File: config.mk
export PLATFORM = sky130hd
export DESIGN_NAME = sfp_ctrl
export DESIGN_NICKNAME = d
export VERILOG_FILES = /design/src/rtl/sfp_ctrl.sv
export SDC_FILE = /design/constraint.sdc
export NUM_CORES = 1
export LEC_CHECK = 0
export CAP_MARGIN = 20
export CORE_MARGIN = 4
export CORE_UTILIZATION = 37
export DETAILED_ROUTE_END_ITERATION = 16
export GPL_TIMING_DRIVEN = 0
export PLACE_DENSITY = 0.59
export SYNTH_ARGS = -nofsm -noshare
export SYNTH_HDL_FRONTEND = slang
export SYNTH_SLANG_ARGS = --single-unit
export TNS_END_PERCENT = 30
File: constraint.sdc
create_clock -name clk -period 6.2 [get_ports clk]
set_input_delay 0.93 -clock clk [delete_from_list [all_inputs] [get_ports clk]]
set_output_delay 0.93 -clock clk [all_outputs]
set_load 0.005 [all_outputs]
File: src/rtl/sfp_ctrl.sv
// SFP-stage sequencer: streams OFIFO rows through the SFP into PSUM SRAM over
// n_passes accumulate passes, then an optional in-place ReLU pass.
module sfp_ctrl #(
  parameter int unsigned addr_bw = 11,
  parameter int unsigned pass_bw = 4
) (
  input  logic               clk,
  input  logic               reset,
  input  logic               start,
  input  logic [addr_bw-1:0] n_rows,
  input  logic [pass_bw-1:0] n_passes,
  input  logic               relu_en,
  input  logic [addr_bw-1:0] base_addr,
  input  logic               ofifo_valid,
  output logic               ofifo_rd,
  output logic               psum_cen,
  output logic               psum_wen,
  output logic [addr_bw-1:0] psum_addr,
  output logic               accum,
  output logic               zero_psum,
  output logic               busy,
  output logic               done
);

  localparam int unsigned pcnt_bw = pass_bw + 1;

  typedef enum logic [1:0] {
    IDLE = 2'd0,
    RD   = 2'd1,
    WR   = 2'd2,
    DONE = 2'd3
  } state_t;

  state_t             state, state_nxt;
  logic [addr_bw-1:0] idx, idx_nxt;
  logic [pcnt_bw-1:0] pass, pass_nxt;
  logic [addr_bw-1:0] rows_q, base_q;
  logic [pass_bw-1:0] passes_q;
  logic               relu_q;

  logic               cfg_load;
  logic               is_acc;
  logic               last_row;
  logic [pcnt_bw-1:0] pass_inc;
  logic [pcnt_bw-1:0] pass_end;

  assign cfg_load = (state == IDLE) && start;
  assign is_acc   = pass < {1'b0, passes_q};
  assign last_row = idx == (rows_q - addr_bw'(1));
  assign pass_inc = pass + pcnt_bw'(1);
  assign pass_end = {1'b0, passes_q} + pcnt_bw'(relu_q);

  // State, counters and latched config
  always_ff @(posedge clk) begin
    if (!reset) begin
      state    <= IDLE;
      idx      <= '0;
      pass     <= '0;
      rows_q   <= '0;
      base_q   <= '0;
      passes_q <= '0;
      relu_q   <= 1'b0;
    end else begin
      state <= state_nxt;
      idx   <= idx_nxt;
      pass  <= pass_nxt;
      if (cfg_load) begin
        rows_q   <= n_rows;
        base_q   <= base_addr;
        passes_q <= n_passes;
        relu_q   <= relu_en;
      end
    end
  end

  // Next-state and counter update
  always_comb begin
    state_nxt = state;
    idx_nxt   = idx;
    pass_nxt  = pass;
    case (state)
      IDLE: begin
        if (start) begin
          idx_nxt  = '0;
          pass_nxt = '0;
          if ((n_rows == '0) || ((n_passes == '0) && !relu_en)) state_nxt = DONE;
          else                                                 state_nxt = RD;
        end
      end
      RD: begin
        // ReLU pass reads only SRAM, so it never waits on the OFIFO
        if (!is_acc || ofifo_valid) state_nxt = WR;
      end
      WR: begin
        if (last_row) begin
          idx_nxt   = '0;
          pass_nxt  = pass_inc;
          state_nxt = (pass_inc == pass_end) ? DONE : RD;
        end else begin
          idx_nxt   = idx + addr_bw'(1);
          state_nxt = RD;
        end
      end
      DONE:    state_nxt = IDLE;
      default: state_nxt = IDLE;
    endcase
  end

  // Output decode from registered state (RD strobes gated by ofifo_valid)
  always_comb begin
    ofifo_rd  = 1'b0;
    psum_cen  = 1'b1;
    psum_wen  = 1'b1;
    psum_addr = '0;
    accum     = 1'b0;
    zero_psum = 1'b0;
    busy      = 1'b0;
    done      = 1'b0;
    case (state)
      RD: begin
        busy      = 1'b1;
        psum_addr = base_q + idx;
        if (is_acc) begin
          ofifo_rd = ofifo_valid;
          psum_cen = ~ofifo_valid;
        end else begin
          psum_cen = 1'b0;
        end
      end
      WR: begin
        busy      = 1'b1;
        psum_addr = base_q + idx;
        psum_cen  = 1'b0;
        psum_wen  = 1'b0;
        accum     = is_acc;
        zero_psum = is_acc && (pass == '0);
      end
      DONE:    done = 1'b1;
      default: ;
    endcase
  end

endmodule

Word-level counts from Yosys, hierarchy flattened
Cells that the tools add are included.

word-level totals
  flip-flop bits (word level) = 45
  bits of input ports = 31
  output and inout bits = 18
  word-level logic and storage cells = 60

cells by class
  add/subtract/negate cells = 5
  $lt $le $gt $ge = 1
  equal/unequal tests = 8
  muxes and demuxes = 22
  bitwise operators = 1
  reductions and logical operators = 16

operators by type and width
  operator                                                               number
  11-bit two-way mux                                                     3
  11-bit case mux with 2 select lines                                    1
  11-bit by 1-bit adder with 11-bit output, second input constant        1
  11-bit adder                                                           1
  11-bit equality test                                                   1
  11-bit logical NOT                                                     1
  11-bit by 1-bit subtractor with 11-bit output, second input constant   1
  2-bit two-way mux                                                      5
  5-bit two-way mux                                                      2
  5-bit case mux with 2 select lines                                     1
  1-bit two-way mux                                                      8
  2-bit case mux with 4 select lines                                     1
  2-bit inequality test, second input constant                           3
  4-bit by 1-bit adder with 5-bit output                                 1
  5-bit by 1-bit adder with 5-bit output, second input constant          1
  5-bit equality test                                                    1
  5-bit logical NOT                                                      1
  5-bit by 4-bit < comparator with 1-bit output                          1
  2-bit equality test, second input constant                             2
  4-bit logical NOT                                                      1
  2-bit AND reduction                                                    2
  1-bit logical AND                                                      3
  3-bit AND reduction                                                    1
  2-bit by 1-bit equality test with 1-bit output, second input constant  1
  other kinds (7)                                                        9

Logic depth before layout (Yosys ltp)
  depth after elaboration = 6
  depth in mapped cells = 9
  mapped depth without buffers = 9

Worst setup path before layout
Ideal clock, no wire load.

  kind = register to output
  from = register idx[0]
  to = output port psum_addr[10]
  arrival = 1.890 ns
  data required time = 5.270 ns
  path slack = 3.380 ns
  stages on the path, launching flop included = 10
  cells stage by stage = dfxtp_1 -> ha_1 -> inv_1 -> fa_1 -> nor2b_1 -> o21ai_0 -> a21o_1 -> a211oi_1 -> o21ai_0 -> a21boi_0

between the ends
  cells in the longest elaborated chain, start to end = 2

RTL lines
  item                    RTL line  text
  from (decl)             35        logic [addr_bw-1:0] idx, idx_nxt;
  from (signal assigned)  65        idx <= idx_nxt;
  11-bit adder            122, 132
  11-bit two-way mux      --
  to (decl)               18        output logic [addr_bw-1:0] psum_addr,

No other way between the ends.

Worst setup path in the final report
Same ends and word-level chain as after synthesis.

==> results.md <==
- FF+latch count, synth: 45
- CP max FO: 6
- CTS Hold Bufs: 0
- Core area: 8260 sq um
- Cell Area, Synth: 3150 sq um
- Reg2Reg Depth: 9
- Fin crit share: 63.9%
- Distinct cell type count after synthesis: 60
- Count of final setup violators: 0
- Initial antenna violation count: 0
- Chip Height: 100 microns
- Initial Util: 38.2%
- Via count: 2923
- TritonCTS clock tree: yes
- Pleak: 1.43 nW
- Vias in the first global route: 2918
- Drc violations: 0
- Layout cell share with drive strength beyond 1: 5.96%
- Vias per inst: 5.24
- Fin util: 46.8%
- CP arrival: 3.03 ns
- Post-layout min period: 3.96 ns
- Clk network pwr share: 20.2%
- R2R Path Start: rows_q[0]
- Total CTS buffers: 5
- ANT cells: 0
- Main flop type after synthesis: dfxtp_1
- Net Sw Frac: 38.9%
- Pwr Density: 293 nW/um^2
- Max-slew violation count: 0
- Gr ovfl total: 0
- DP HPWL: 6260 microns
- First DRT Iteration DRCs: 80
- Setup TNS Final: 0 ns
- Hold Violations, Final: 0
- PostCTS Resize Cnt: 0
- Met3 GRT Util: 2.50%
- Global-route wire length before repair: 13500 microns
- DRT Pass-1 Iters: 4
- Total Wirelength: 7930 microns
- Hold Path Class: reg -> reg
- Worst setup SP type: flip-flop
- Die ar.: 10100 sq um
- VDD IR max: 0.171 mV
- Post-synth EDFFs: 0
- Clock-pin slew on the worst setup and hold paths: 0.09 ns
- Async set-or-reset flop fraction in the synthesized netlist: 0%
- Post-Syn Area per Cell: 7.92 sq um
- Relative slew margins: 50.2%
- GR Layer Usage met1: 22.2%
- Placed inst area: 3750 sq um
- Site Rows: 33
- M2 GR Usage: 27.7%
- Hold Path Origin: base_q[3]
- Root Driver: clkbuf_8
- Comb power frac: 47.4%
- Unrepaired setup endpoints after global routing: false
- Fin nets: 508
- CP Data Required Time: 5.27 ns
- FF-to-FF End: idx[9]
- Clock Sinks: 45
- Critical Path Sink: psum_addr[10]
- Worst skew pair latency: 0.30 ns
- CTS H-tree lvls: 2
- Postcts setup bufs: 0
- Slew at the pin closest to its max-slew limit: 0.727 ns
- Fmax: 0.252 GHz
- Avg WL per Cell: 14.2 microns
- Internal power: 0.693 mW
- Sequential fraction of the synthesis area: 28.6%
- Worst setup path start: idx[0]
- Mapped Nets: 454
- Hold WS: 0.463 ns
- CP Class: reg -> out
- Largest net degree at the start of global routing: 14
- FF/Latch Area: 901 sq um
- Flop2flop setup slack: 3.64 ns
- Filler cells: 840
- DIE WIDTH: 100 microns
- Clock Path Buffers: 2
- GR Util All Layers: 16.3%
- CP Capture Type: output port
- Outcome: complete, no violations
- Maxcap violations: 0
- Ports: 49
- Area grow syn2layout: 22.8%
- Clk_skew: 0.0104 ns
- Cells after synthesis: 398
- Sequential share of power: 32.3%
- Switch Pwr: 0.442 mW
- Area of the multi-input gates: 2110 sq um
- Antenna-violating nets left: 0
- RD Place Congestion: 0.840
- Input/output buffers: 47
- Yosys warnings: 0
- GRT Max-Usage Layer: met2
- Design area: 3870 sq um
-- power by group through the flow --
stage / registers (mW) / logic [mW] / clock network [mW]
2_1_floorplan: 0.362 / 0.359 / 0
3_3_place_gp: 0.372 / 0.534 / 0
3_5_place_dp: 0.374 / 0.541 / 0
4_1_cts: 0.367 / 0.544 / 0.237
5_1_grt: 0.374 / 0.605 / 0.245
6_report: 0.367 / 0.538 / 0.230
-- per-layer routing --
metal | part of all wire (%) | vias to the layer above
met5 | 0 | -
met1 | 48 | 1340
met3 | 4.7 | 2
met4 | 0.29 | 0
li1 | - | 1524
met2 | 47 | 57
-- Yosys cell counts (all sizes together), types with 2 or more instances --
cell type / n / share of area [%]
a21o: 8 / 1.9
or3: 3 / 0.60
a311oi: 2 / 0.75
a211oi: 9 / 2.8
a21boi: 2 / 0.48
nand3: 16 / 2.5
and3: 4 / 0.83
clkbuf: 15 / 2.1
nor2b: 7 / 1.4
buf: 2 / 0.52
o21ai: 15 / 2.5
nor3b: 2 / 0.48
a41oi: 2 / 0.56
nor3: 13 / 2.1
and4: 3 / 0.87
nand2b: 4 / 0.79
nor4: 5 / 1.5
a21oi: 36 / 5.7
ha: 24 / 9.5
o22ai: 2 / 0.40
a31oi: 4 / 0.79
dfxtp: 45 / 29
and3b: 3 / 0.87
nand2: 72 / 8.7
xor2: 12 / 3.3
nand3b: 2 / 0.48
nand4: 7 / 1.4
nor2: 17 / 2.0
or2: 2 / 0.40
xnor2: 21 / 5.8
and2: 7 / 1.4
inv: 15 / 1.8
-- logic make-up after synthesis --
logic type,share of synthesized area [%]
AOI/OAI and AO/OA,20.3
xor gates and xnor gates,9.17
adders and majority gates,10.2
buffers and inverters,4.41
DFF,28.6
muxes,0.318
and+or+nand+nor,27.0
-- cell usage in the layout (no fill, tap or decap), types with 5 or more instances in the layout --
cell type / synthesis / layout
a211oi_1: 5 / 5
a21o_1: 8 / 8
a21oi_1: 36 / 36
and2_1: 7 / 7
clkbuf_1: 14 / 15
clkbuf_8: 1 / 7
clkdlybuf4s50_1: 0 / 47
dfxtp_1: 45 / 45
ha_1: 24 / 24
inv_1: 15 / 15
nand2_1: 71 / 71
nand3_1: 16 / 16
nand4_1: 7 / 7
nor2_1: 17 / 17
nor2b_1: 7 / 7
nor3_1: 13 / 13
o21ai_0: 9 / 9
o21ai_1: 5 / 5
xnor2_1: 21 / 21
xor2_1: 12 / 12
-- critical path: stages, from the launching register on --
cell and delay [ns]:
dfxtp_1 0.47, ha_1 0.22, inv_1 0.05, fa_1 0.37
nor2b_1 0.16, o21ai_0 0.13, a21o_1 0.20, a211oi_1 0.28
o21ai_0 0.14, a21boi_0 0.17, clkdlybuf4s50_1 0.54
-- stage by stage --
stage / std cells / total power, mW / setup slack, ns
after global placement: 550 / 0.906 / 2.55
after CTS: 558 / 1.15 / 2.22
after floorplan: 398 / 0.721 / 3.38
after detailed placement: 550 / 0.915 / 2.60
final: 558 / 1.13 / 2.24
after global routing: 558 / 1.22 / 2.03
-- worst min path at each step --
stage / end / slack (ns) / depth (start not counted)
final: base_q[3] / 0.46 / 2
after floorplan: base_q[0] / 0.44 / 2
after global placement: base_q[3] / 0.45 / 2
after global routing: base_q[7] / 0.49 / 2
after detailed placement: base_q[3] / 0.45 / 2
after CTS: base_q[3] / 0.47 / 2
-- sequential cells by signal, indices dropped and copies added, names as in the netlist --
register,cells
base_q,11
idx,11
pass,5
passes_q,4
relu_q,1
rows_q,11
state,2
-- area by class of cell --
| class | instances | area share (%) |
|---|---|---|
| clock inverter | 1 | 0.776 |
| buffer | 17 | 2.13 |
| clock buffer | 7 | 2.23 |
| tap | 105 | 3.40 |
| sequential | 45 | 23.3 |
| multi-input combinational | 321 | 54.6 |
| inverter | 15 | 1.46 |
| timing repair buffer | 47 | 12.2 |
Note: power is estimated with default switching activity, not from simulation.
